<file path="src/rtl/seq_alu.sv">
// rtl/seq_alu.sv - registered multi-op ALU with start/busy/done handshake
//
// Two WIDTH-bit operands and an opcode are captured on accept. Concat, add,
// subtract and BCD add finish one cycle after accept. Multiply runs an
// iterative shift-add over WIDTH cycles.
//
// Ports:
//   clk    rising-edge clock
//   rst_n  asynchronous active-low reset
//   start  request, accepted only in IDLE
//   a, b   WIDTH-bit operands
//   sel    3-bit opcode (000 concat, 001 add, 010 sub, 011 bcd add, 100 mul)
//   busy   operation in flight (low in the done cycle)
//   done   one-cycle pulse when y/cout/err are fresh
//   y      2*WIDTH-bit result, held between done pulses
//   cout   carry / borrow / BCD carry
//   err    illegal opcode or non-BCD operand digit
module seq_alu #(
   parameter int WIDTH = 4
) (
   input  logic                 clk,
   input  logic                 rst_n,
   input  logic                 start,
   input  logic [WIDTH-1:0]     a,
   input  logic [WIDTH-1:0]     b,
   input  logic [2:0]           sel,
   output logic                 busy,
   output logic                 done,
   output logic [2*WIDTH-1:0]   y,
   output logic                 cout,
   output logic                 err
);

   localparam int NDIG = WIDTH / 4;
   localparam int CW   = $clog2(WIDTH + 1);

   typedef enum logic [1:0] {
      IDLE = 2'd0,
      EXEC = 2'd1,
      MUL  = 2'd2,
      DONE = 2'd3
   } state_t;

   state_t state, state_nxt;

   logic [WIDTH-1:0]   a_q;
   logic [WIDTH-1:0]   b_q;      // also the multiplier shift register
   logic [2:0]         sel_q;
   logic [2*WIDTH-1:0] acc;
   logic [CW-1:0]      cnt;

   logic               accept;
   logic               mul_last;
   logic [WIDTH:0]     mul_sum;

   logic [WIDTH:0]     add_s;
   logic [WIDTH:0]     sub_d;
   logic [WIDTH-1:0]   bcd_sum;
   logic               bcd_c;
   logic               bcd_bad;
   logic [4:0]         dig_s;

   logic [2*WIDTH-1:0] exec_y;
   logic               exec_cout;
   logic               exec_err;

   assign accept   = start && (state == IDLE);
   // The cycle after the last shift-add step only transfers acc to y.
   assign mul_last = (cnt == CW'(WIDTH));

   // ---------------- FSM ----------------
   always_ff @(posedge clk or negedge rst_n) begin
      if (!rst_n) begin
         state <= IDLE;
         busy  <= 1'b0;
         done  <= 1'b0;
      end else begin
         state <= state_nxt;
         busy  <= (state_nxt == EXEC) || (state_nxt == MUL);
         done  <= (state_nxt == DONE);
      end
   end

   always_comb begin
      state_nxt = state;
      case (state)
         IDLE: begin
            if (start) begin
               state_nxt = (sel == 3'b100) ? MUL : EXEC;
            end
         end
         EXEC: state_nxt = DONE;
         MUL: begin
            if (mul_last) begin
               state_nxt = DONE;
            end
         end
         DONE: state_nxt = IDLE;
         default: state_nxt = IDLE;
      endcase
   end

   // ---------------- single-cycle datapath ----------------
   // The extra top bit of the subtraction is the borrow (A < B).
   assign add_s = {1'b0, a_q} + {1'b0, b_q};
   assign sub_d = {1'b0, a_q} - {1'b0, b_q};

   always_comb begin
      bcd_c   = 1'b0;
      bcd_bad = 1'b0;
      bcd_sum = '0;
      dig_s   = '0;
      for (int d = 0; d < NDIG; d++) begin
         dig_s = {1'b0, a_q[4*d +: 4]} + {1'b0, b_q[4*d +: 4]} + {4'b0, bcd_c};
         if (dig_s > 5'd9) begin
            dig_s = dig_s + 5'd6;
            bcd_c = 1'b1;
         end else begin
            bcd_c = 1'b0;
         end
         bcd_sum[4*d +: 4] = dig_s[3:0];
         if ((a_q[4*d +: 4] > 4'd9) || (b_q[4*d +: 4] > 4'd9)) begin
            bcd_bad = 1'b1;
         end
      end
   end

   always_comb begin
      exec_y    = '0;
      exec_cout = 1'b0;
      exec_err  = 1'b0;
      case (sel_q)
         3'b000: exec_y = {a_q, b_q};
         3'b001: begin
            exec_y    = {{(WIDTH-1){1'b0}}, add_s};
            exec_cout = add_s[WIDTH];
         end
         3'b010: begin
            exec_y    = {{(WIDTH-1){1'b0}}, sub_d};
            exec_cout = sub_d[WIDTH];
         end
         3'b011: begin
            exec_y    = {{(WIDTH-1){1'b0}}, bcd_c, bcd_sum};
            exec_cout = bcd_c;
            exec_err  = bcd_bad;
         end
         default: exec_err = 1'b1;
      endcase
   end

   // ---------------- shift-add multiplier ----------------
   // Right-shifting accumulator: the upper half absorbs the multiplicand when
   // the current multiplier bit is set; the WIDTH+1 sum never overflows.
   assign mul_sum = {1'b0, acc[2*WIDTH-1:WIDTH]} + (b_q[0] ? {1'b0, a_q} : '0);

   always_ff @(posedge clk or negedge rst_n) begin
      if (!rst_n) begin
         a_q   <= '0;
         b_q   <= '0;
         sel_q <= '0;
         acc   <= '0;
         cnt   <= '0;
         y     <= '0;
         cout  <= 1'b0;
         err   <= 1'b0;
      end else begin
         if (accept) begin
            a_q   <= a;
            b_q   <= b;
            sel_q <= sel;
            acc   <= '0;
            cnt   <= '0;
         end
         if (state == MUL && !mul_last) begin
            acc <= {mul_sum, acc[WIDTH-1:1]};
            b_q <= b_q >> 1;
            cnt <= cnt + CW'(1);
         end
         // Result registers change only on the edge that raises done.
         if (state == EXEC) begin
            y    <= exec_y;
            cout <= exec_cout;
            err  <= exec_err;
         end else if (state == MUL && mul_last) begin
            y    <= acc;
            cout <= 1'b0;
            err  <= 1'b0;
         end
      end
   end

endmodule
</file>
<file path="config.mk">
export PLATFORM = sky130hd
export DESIGN_NAME = seq_alu
export DESIGN_NICKNAME = d
export VERILOG_FILES = /design/src/rtl/seq_alu.sv
export SDC_FILE = /design/constraint.sdc
export NUM_CORES = 1
export LEC_CHECK = 0
export ABC_AREA = 1
export CAP_MARGIN = 30
export CORE_ASPECT_RATIO = 1.75
export CORE_MARGIN = 2
export CORE_UTILIZATION = 55
export DETAILED_ROUTE_END_ITERATION = 10
export GPL_ROUTABILITY_DRIVEN = 0
export PLACE_DENSITY = 0.79
export SLEW_MARGIN = 5
export SYNTH_ARGS = -nofsm -noshare
export SYNTH_HDL_FRONTEND = slang
export SYNTH_SLANG_ARGS = --single-unit
</file>
<file path="constraint.sdc">
create_clock -name clk -period 2.15 [get_ports clk]
set_input_delay 0.3225 -clock clk [delete_from_list [all_inputs] [get_ports clk]]
set_output_delay 0.3225 -clock clk [all_outputs]
set_load 0.02 [all_outputs]
</file>
==> results.md, run 1 <==
* Max capacitance violation total at 0
* Setup WS post-layout at approximately 140 ps
* Fmax at 498.6 MHz
* Measured slew at the worst slew-check pin at roughly 460 ps
* First-pass GRT wire length at 8832 um
* Nets at approximately 340
* Worst R2R Setup Slack at 140 ps
* Sequential share of the synthesized area at 41.10%
* Synth Flop Type: dfrtp_1
* YS warnings at 0
* Via count at 1949
* Setup Skew at between 8 and 9 ps
* Final hold viol count at 0
* Top cell type's share of synthesized area at 41.10%
* Num CTS Buffers at 5
* Diode count at 0
* First DRT Iteration DRCs at 53
* Syn-to-layout area delta at 21.40%
* Multi-input gate area at 1134 sq um
* Cell area after synthesis at 2192 sq um
* Placed insts at between 300 and 400
* Outcome: completed
* Largest area contributor in the netlist: dfrtp_1
* Critical Path Start: a_q[0]
* Register area at 900.9 sq um
* Die ar. at 4527 sq um
* CTS Buffer Depth at 2
* Max IR drop VDD at 1333 uV
* DP HPWL at about 4000 um
* Final setup vio count at 0
* CTS tree: built
* Critical path class: register to register
* Worst hold path type: input port to async pin
* Share of cells above drive strength 1 at 10.06%
* CP Capture Type: register
* Overall power at 4.244 mW
* R2R cell count at 11
* RSZ-0062 raised after global routing: yes
* Tmin final at 2006 ps
* Post-Syn Instances at 269
* Die Y at 87.52 um
* Antenna Nets Post-Route at 0
* Starting Density at 56.70%
* Vias in the first global route at 1932
* Post-cts hold buffer count at 0
* Unique masters post-synth at 28
* Synth async-reset ratio at 100.0%
* Total track usage at 26.74%
* Critical Path AT at 2190 ps
* Mean Syn Cell Area at 8.149 sq um
* Worst-path clk slew at approximately 80 ps
* Drt pass-1 iters at 4
* Core Region at 3866 sq um
* Clk root buf: clkbuf_8
* Pin count of the biggest net entering global routing at 37
* DR vias/cell at 5.475
* Critical Path Sink: y[2]
* Critical path peak fanout at 4
* Fill count at 329
* H-tree depth at 2
* Clock Latency Late Sink at 290 ps
* Hold Slack at about 440 ps
* Worst-path cell chain: ha_2 -> inv_1 -> fa_2 -> xnor2_2 -> nand2_2 -> nand3_4 -> nand2_2 -> nand2_1 -> nor2_1 -> o21ai_1 -> a21oi_1
* Most used cell, CP: nand2_2
* DRC at 0
* Chip Width at 51.73 um
* Top cells by count, synth: nand2_1, inv_1, dfrtp_1
* Synth top area cells: dfrtp_1, ha_1, nand2_1, o21ai_0, inv_1
* Largest stage delay on the critical path at 370 ps
* Yosys reg bits at 36
* Tcrit/Tclk final at between 90% and 100%
* Row count at 30
* Total routed wirelength at 5126 um
* Static Leak at 1.324 nW
* Critical Path Source Type: register
* Num ports at 26
* Non-filler cells, final at 356
* Worst EP required at 2330 ps
* Number of enable flip-flop cells after synthesis at 0
* PwrDens at 1595 nW/um^2
* Total gr overflow at 0
* Worst path slowest cell: dfrtp_1
* Initial antenna violation count at 0
* Post-Place Setup Slack at 103.5 ps
* Slew headroom at 69.67%
* Input/output buffers at 25
* # clock sinks at 36
* Syn nets at 306
* Avg WL per Cell at 14.40 um
* Reg2reg end: y[2]
* Cell with the most instances after synthesis: nand2_1
* Reg2reg start: a_q[0]
* Max-slew violations at 0
[per-layer routing]
metal	GRT usage, %	vias to the layer above	routed length [um]
met5	0	-	0
met4	14.35	0	198
met3	5.155	19	196
met2	48.25	63	2815
met1	28.46	904	1916
li1	-	963	-
[layout by cell type (no fill, tap or decap), types with 2 or more instances in the layout]
cell	count
inv_2	2
nor3_1	2
a21oi_1	10
inv_1	37
nand3_1	19
nand4_1	2
o21ai_1	5
o221ai_1	3
fa_1	2
clkdlybuf4s50_1	25
clkbuf_8	5
nand2_1	53
a21oi_2	3
o21ai_0	31
nor2_1	22
ha_2	2
nand2_2	2
buf_4	11
clkinv_2	2
ha_1	18
o22ai_1	4
dfrtp_1	36
[worst max-delay path, delay by kind of cell, from the launching register on]
family | cells | cell delay (ps)
adders and majority gates | 2 | 570
and+or+nand+nor | 5 | 390
DFF | 1 | 370
AOI/OAI and AO/OA | 2 | 260
xor gates and xnor gates | 1 | 250
buffers and inverters | 1 | 60
[power by group]
group,internal (mW),switching (mW)
sequential,0.995,0.217
combinational,1.02,1.54
clock,0.226,0.253
[cell type report]
class / count / share of cell area, %
clock buffers: 5 / 2.586
clock inverters: 3 / 0.7052
inverters: 39 / 5.501
multi-input cells: 189 / 42.60
flip-flops and latches: 36 / 33.85
well taps: 48 / 2.257
repair buffers: 36 / 12.51
[state kept, by name, indices dropped and copies added, names as in the netlist]
signal,count
acc,8
y,8
a_q,4
b_q,4
cnt,3
sel_q,3
state,2
busy,1
cout,1
done,1
err,1
[kinds of logic after synthesis]
kind of cell	after synthesis	share of synthesized area, %
buffers and inverters	44	7.705
AO/OA/AOI/OAI	62	15.98
flip-flops	36	41.10
XOR/XNOR	2	1.142
adder cells (fa/ha/maj)	23	14.16
AND/OR/NAND/NOR	102	19.92
[what timing repair did]
| item | CTS | global route |
|---|---|---|
| endpoints found under the setup margin | 0 | 5 |
| gates resized for setup | 0 | 8 |
| buffers inserted | 0 | 0 |
| endpoints found under the hold margin | 0 | 0 |
[through the flow]
stage / instance area, sq um / utilization [%] / setup TNS, ps
3_5_place_dp: 2562 / 66.28 / 0
3_3_place_gp: 2562 / 66.28 / 0
5_1_grt: 2661 / 68.84 / -2.522
2_1_floorplan: 2192 / - / 0
6_report: 2661 / 68.84 / 0
4_1_cts: 2650 / 68.54 / 0
[how the worst min path moves through the flow]
stage,end,slack [ps],depth (start not counted)
CTS,b_q[3],460,2
global placement,acc[0],460,2
detailed placement,acc[0],470,2
global route,b_q[3],480,2
floorplan,a_q[0],30,0
finish,a_q[1],440,2
(Power assumes the default switching activity.)
==> run 2: changes to the inputs <==
--- a/config.mk
+++ b/config.mk
@@ -9,10 +9,9 @@
 export CAP_MARGIN = 30
 export CORE_ASPECT_RATIO = 1.75
 export CORE_MARGIN = 2
-export CORE_UTILIZATION = 55
+export CORE_UTILIZATION = 38
 export DETAILED_ROUTE_END_ITERATION = 10
 export GPL_ROUTABILITY_DRIVEN = 0
-export PLACE_DENSITY = 0.79
 export SLEW_MARGIN = 5
 export SYNTH_ARGS = -nofsm -noshare
 export SYNTH_HDL_FRONTEND = slang
==> results.md, run 2 (synthesis results as in run 1) <==
* Outcome: completed
* Pin count of the biggest net entering global routing at 37
* Worst-path clk slew at 80 ps
* Antenna Nets Post-Route at 0
* Worst-path cell chain: ha_2 -> inv_2 -> fa_2 -> xnor2_2 -> buf_4 -> buf_4 -> ha_4 -> nor2_1 -> o21ai_1 -> a21oi_1
* Input/output buffers at 25
* Internal power at 2.432 mW
* Regs by FF count: acc x8, y x8
* Max IR drop VDD at 677.7 uV
* Critical path peak fanout at 2
* Total routed wirelength at 5492 um
* Clk root buf: clkbuf_8
* Fraction of power consumed by sequential logic at 26.4%
* DR vias/cell at 5.000
* Multi-input gate area at 1159 sq um
* Total track usage at 19.30%
* Register area at approximately 900 sq um
* Hold Slack at 113.1 ps
* Syn-to-layout area delta at 26.48%
* Worst path slowest cell: fa_2
* Avg WL per Cell at 14.05 um
* Num ports at 26
* Via count at 1955
* # clock sinks at 36
* Tmin final at 2050 ps
* Final Instance Area at 2773 sq um
* Most frequent cells in the layout: nand2_1, inv_1, dfrtp_1, o21ai_0, clkdlybuf4s50_1
* Num CTS Buffers at 5
* Util after Layout at 49.64%
* Diode count at 0
* Fill count at 570
* Share of cells above drive strength 1 at 13.97%
* Comb pwr share at ~63%
* Tcrit/Tclk final at a little over nine tenths
* Setup Skew at between 7 and 8 ps
* Most used cell, CP: buf_4
* CP Capture Type: register
* Vias in the first global route at a little under 2000
* Clock Latency Late Sink at between 200 and 300 ps
* CP top delay family: adder cells
* PwrDens at 1644 nW/um^2
* Worst EP required at 2330 ps
* Drt pass-1 iters at 4
* DRC at 0
* Worst hold path type: input port to async pin
* CTS Buffer Depth at 2
* CP Buf/Inv Count at 3
* Slew headroom at 45.73%
* Initial antenna violation count at 0
* Switching Share at a little under half
* Static Leak at 1.361 nW
* CTS tree: built
* Critical Path AT at 2230 ps
* H-tree depth at 2
* Nets at 351
* Row count at 36
* Clk pwr share at 10.7%
* Post-cts hold buffer count at 0
* Core Region at 5585 sq um
* Critical path class: register to register
* Measured slew at the worst slew-check pin at 814.1 ps
* Largest stage delay on the critical path at 410 ps
* Critical Path Source Type: register
* Non-filler cells, final at 391
* Final setup vio count at 0
* Fmax at approximately 500 MHz
* Die ar. at 6416 sq um
* DP Area at 2600 sq um
* Final hold viol count at 0
* Psw at about 2.1 mW
* Total gr overflow at 0
* Max capacitance violation total at 0
* Starting Density at 39.25%
* First-pass GRT wire length at 9204 um
* Die Y at 104.5 um
* First DRT Iteration DRCs at 77
* Placed insts at ~380
* DP HPWL at roughly 4300 um
* Most common cell after layout, fill and taps aside: nand2_1
* Max-slew violations at 0
* Chip Width at 61.42 um
==> run 2: changes by cell type in the layout (fill, tap and decap cells not counted), sizes merged <==
cell / delta
buf: +8
clkdlybuf4s50: -1
==> run 2: path summary, 6_finish.rpt <==
path	startpoint	endpoint	slack (ps)	depth (start not counted)
worst max-delay path	b_q[0]	y[2]	100	10
worst min-delay path	rst_n	a_q[3]	110	1
worst max register to register	b_q[0]	y[2]	100	10
worst min register to register	acc[0]	acc[0]	490	2
max in group asynchronous	rst_n	y[4]	1510	1
min in group clk	acc[0]	acc[0]	490	2
==> run 2: power by group through the flow <==
stage	registers, mW	clock network [mW]	logic, mW
2_1_floorplan	1.34	0	1.54
3_3_place_gp	1.21	0	2.54
3_5_place_dp	1.22	0	2.59
4_1_cts	1.20	0.506	2.60
5_1_grt	1.25	0.520	3.22
6_report	1.20	0.488	2.87
==> run 2: metal layers <==
| metal | vias to the layer above | GRT usage [%] | part of all wire [%] |
|---|---|---|---|
| li1 | 980 | - | - |
| met3 | 15 | 3.483 | 2.6 |
| met2 | 37 | 34.35 | 56 |
| met1 | 923 | 20.51 | 38 |
| met4 | 0 | 9.271 | 2.9 |
| met5 | - | 0 | 0 |
==> run 2: repair_timing <==
item	4_1_cts	5_1_grt
endpoints found under the setup margin	0	3
setup buffers	0	6
endpoints found under the hold margin	0	0
resized for setup	0	14
==> run 2: stage by stage <==
| step | setup TNS (ps) | total power, mW | setup slack [ps] |
|---|---|---|---|
| 2_1_floorplan | 0 | 2.875 | 207.1 |
| 4_1_cts | 0 | 4.305 | 74.84 |
| 3_5_place_dp | 0 | 3.802 | 93.80 |
| 3_3_place_gp | 0 | 3.751 | 103.8 |
| 6_report | 0 | 4.558 | 99.92 |
| 5_1_grt | -102.5 | 4.990 | -36.20 |
==> run 2: final cells by class <==
type	count	share of cell area, %
Sequential cell	36	32.49
Clock buffer	5	2.482
Inverter	39	5.280
Multi-Input combinational cell	189	41.79
Tap cell	76	3.430
Clock inverter	3	0.6769
Timing Repair Buffer	43	13.85
==> run 2: worst register-to-register path, delay by kind of cell (launching register included) <==
family,cells,cell delay (ps)
xor gates and xnor gates,1,170
DFF,1,370
adders and majority gates,3,870
AOI/OAI and AO/OA,2,180
and+or+nand+nor,1,40
buffers and inverters,3,320
==> run 3: changes to the inputs <==
--- a/config.mk
+++ b/config.mk
@@ -10,6 +10,7 @@
 export CORE_ASPECT_RATIO = 1.75
 export CORE_MARGIN = 2
 export CORE_UTILIZATION = 38
+export CTS_CLUSTER_SIZE = 14
 export DETAILED_ROUTE_END_ITERATION = 10
 export GPL_ROUTABILITY_DRIVEN = 0
 export SLEW_MARGIN = 5
==> results of run 3 <==
No change in the layout: final DEF, timing and power equal those of run 2.
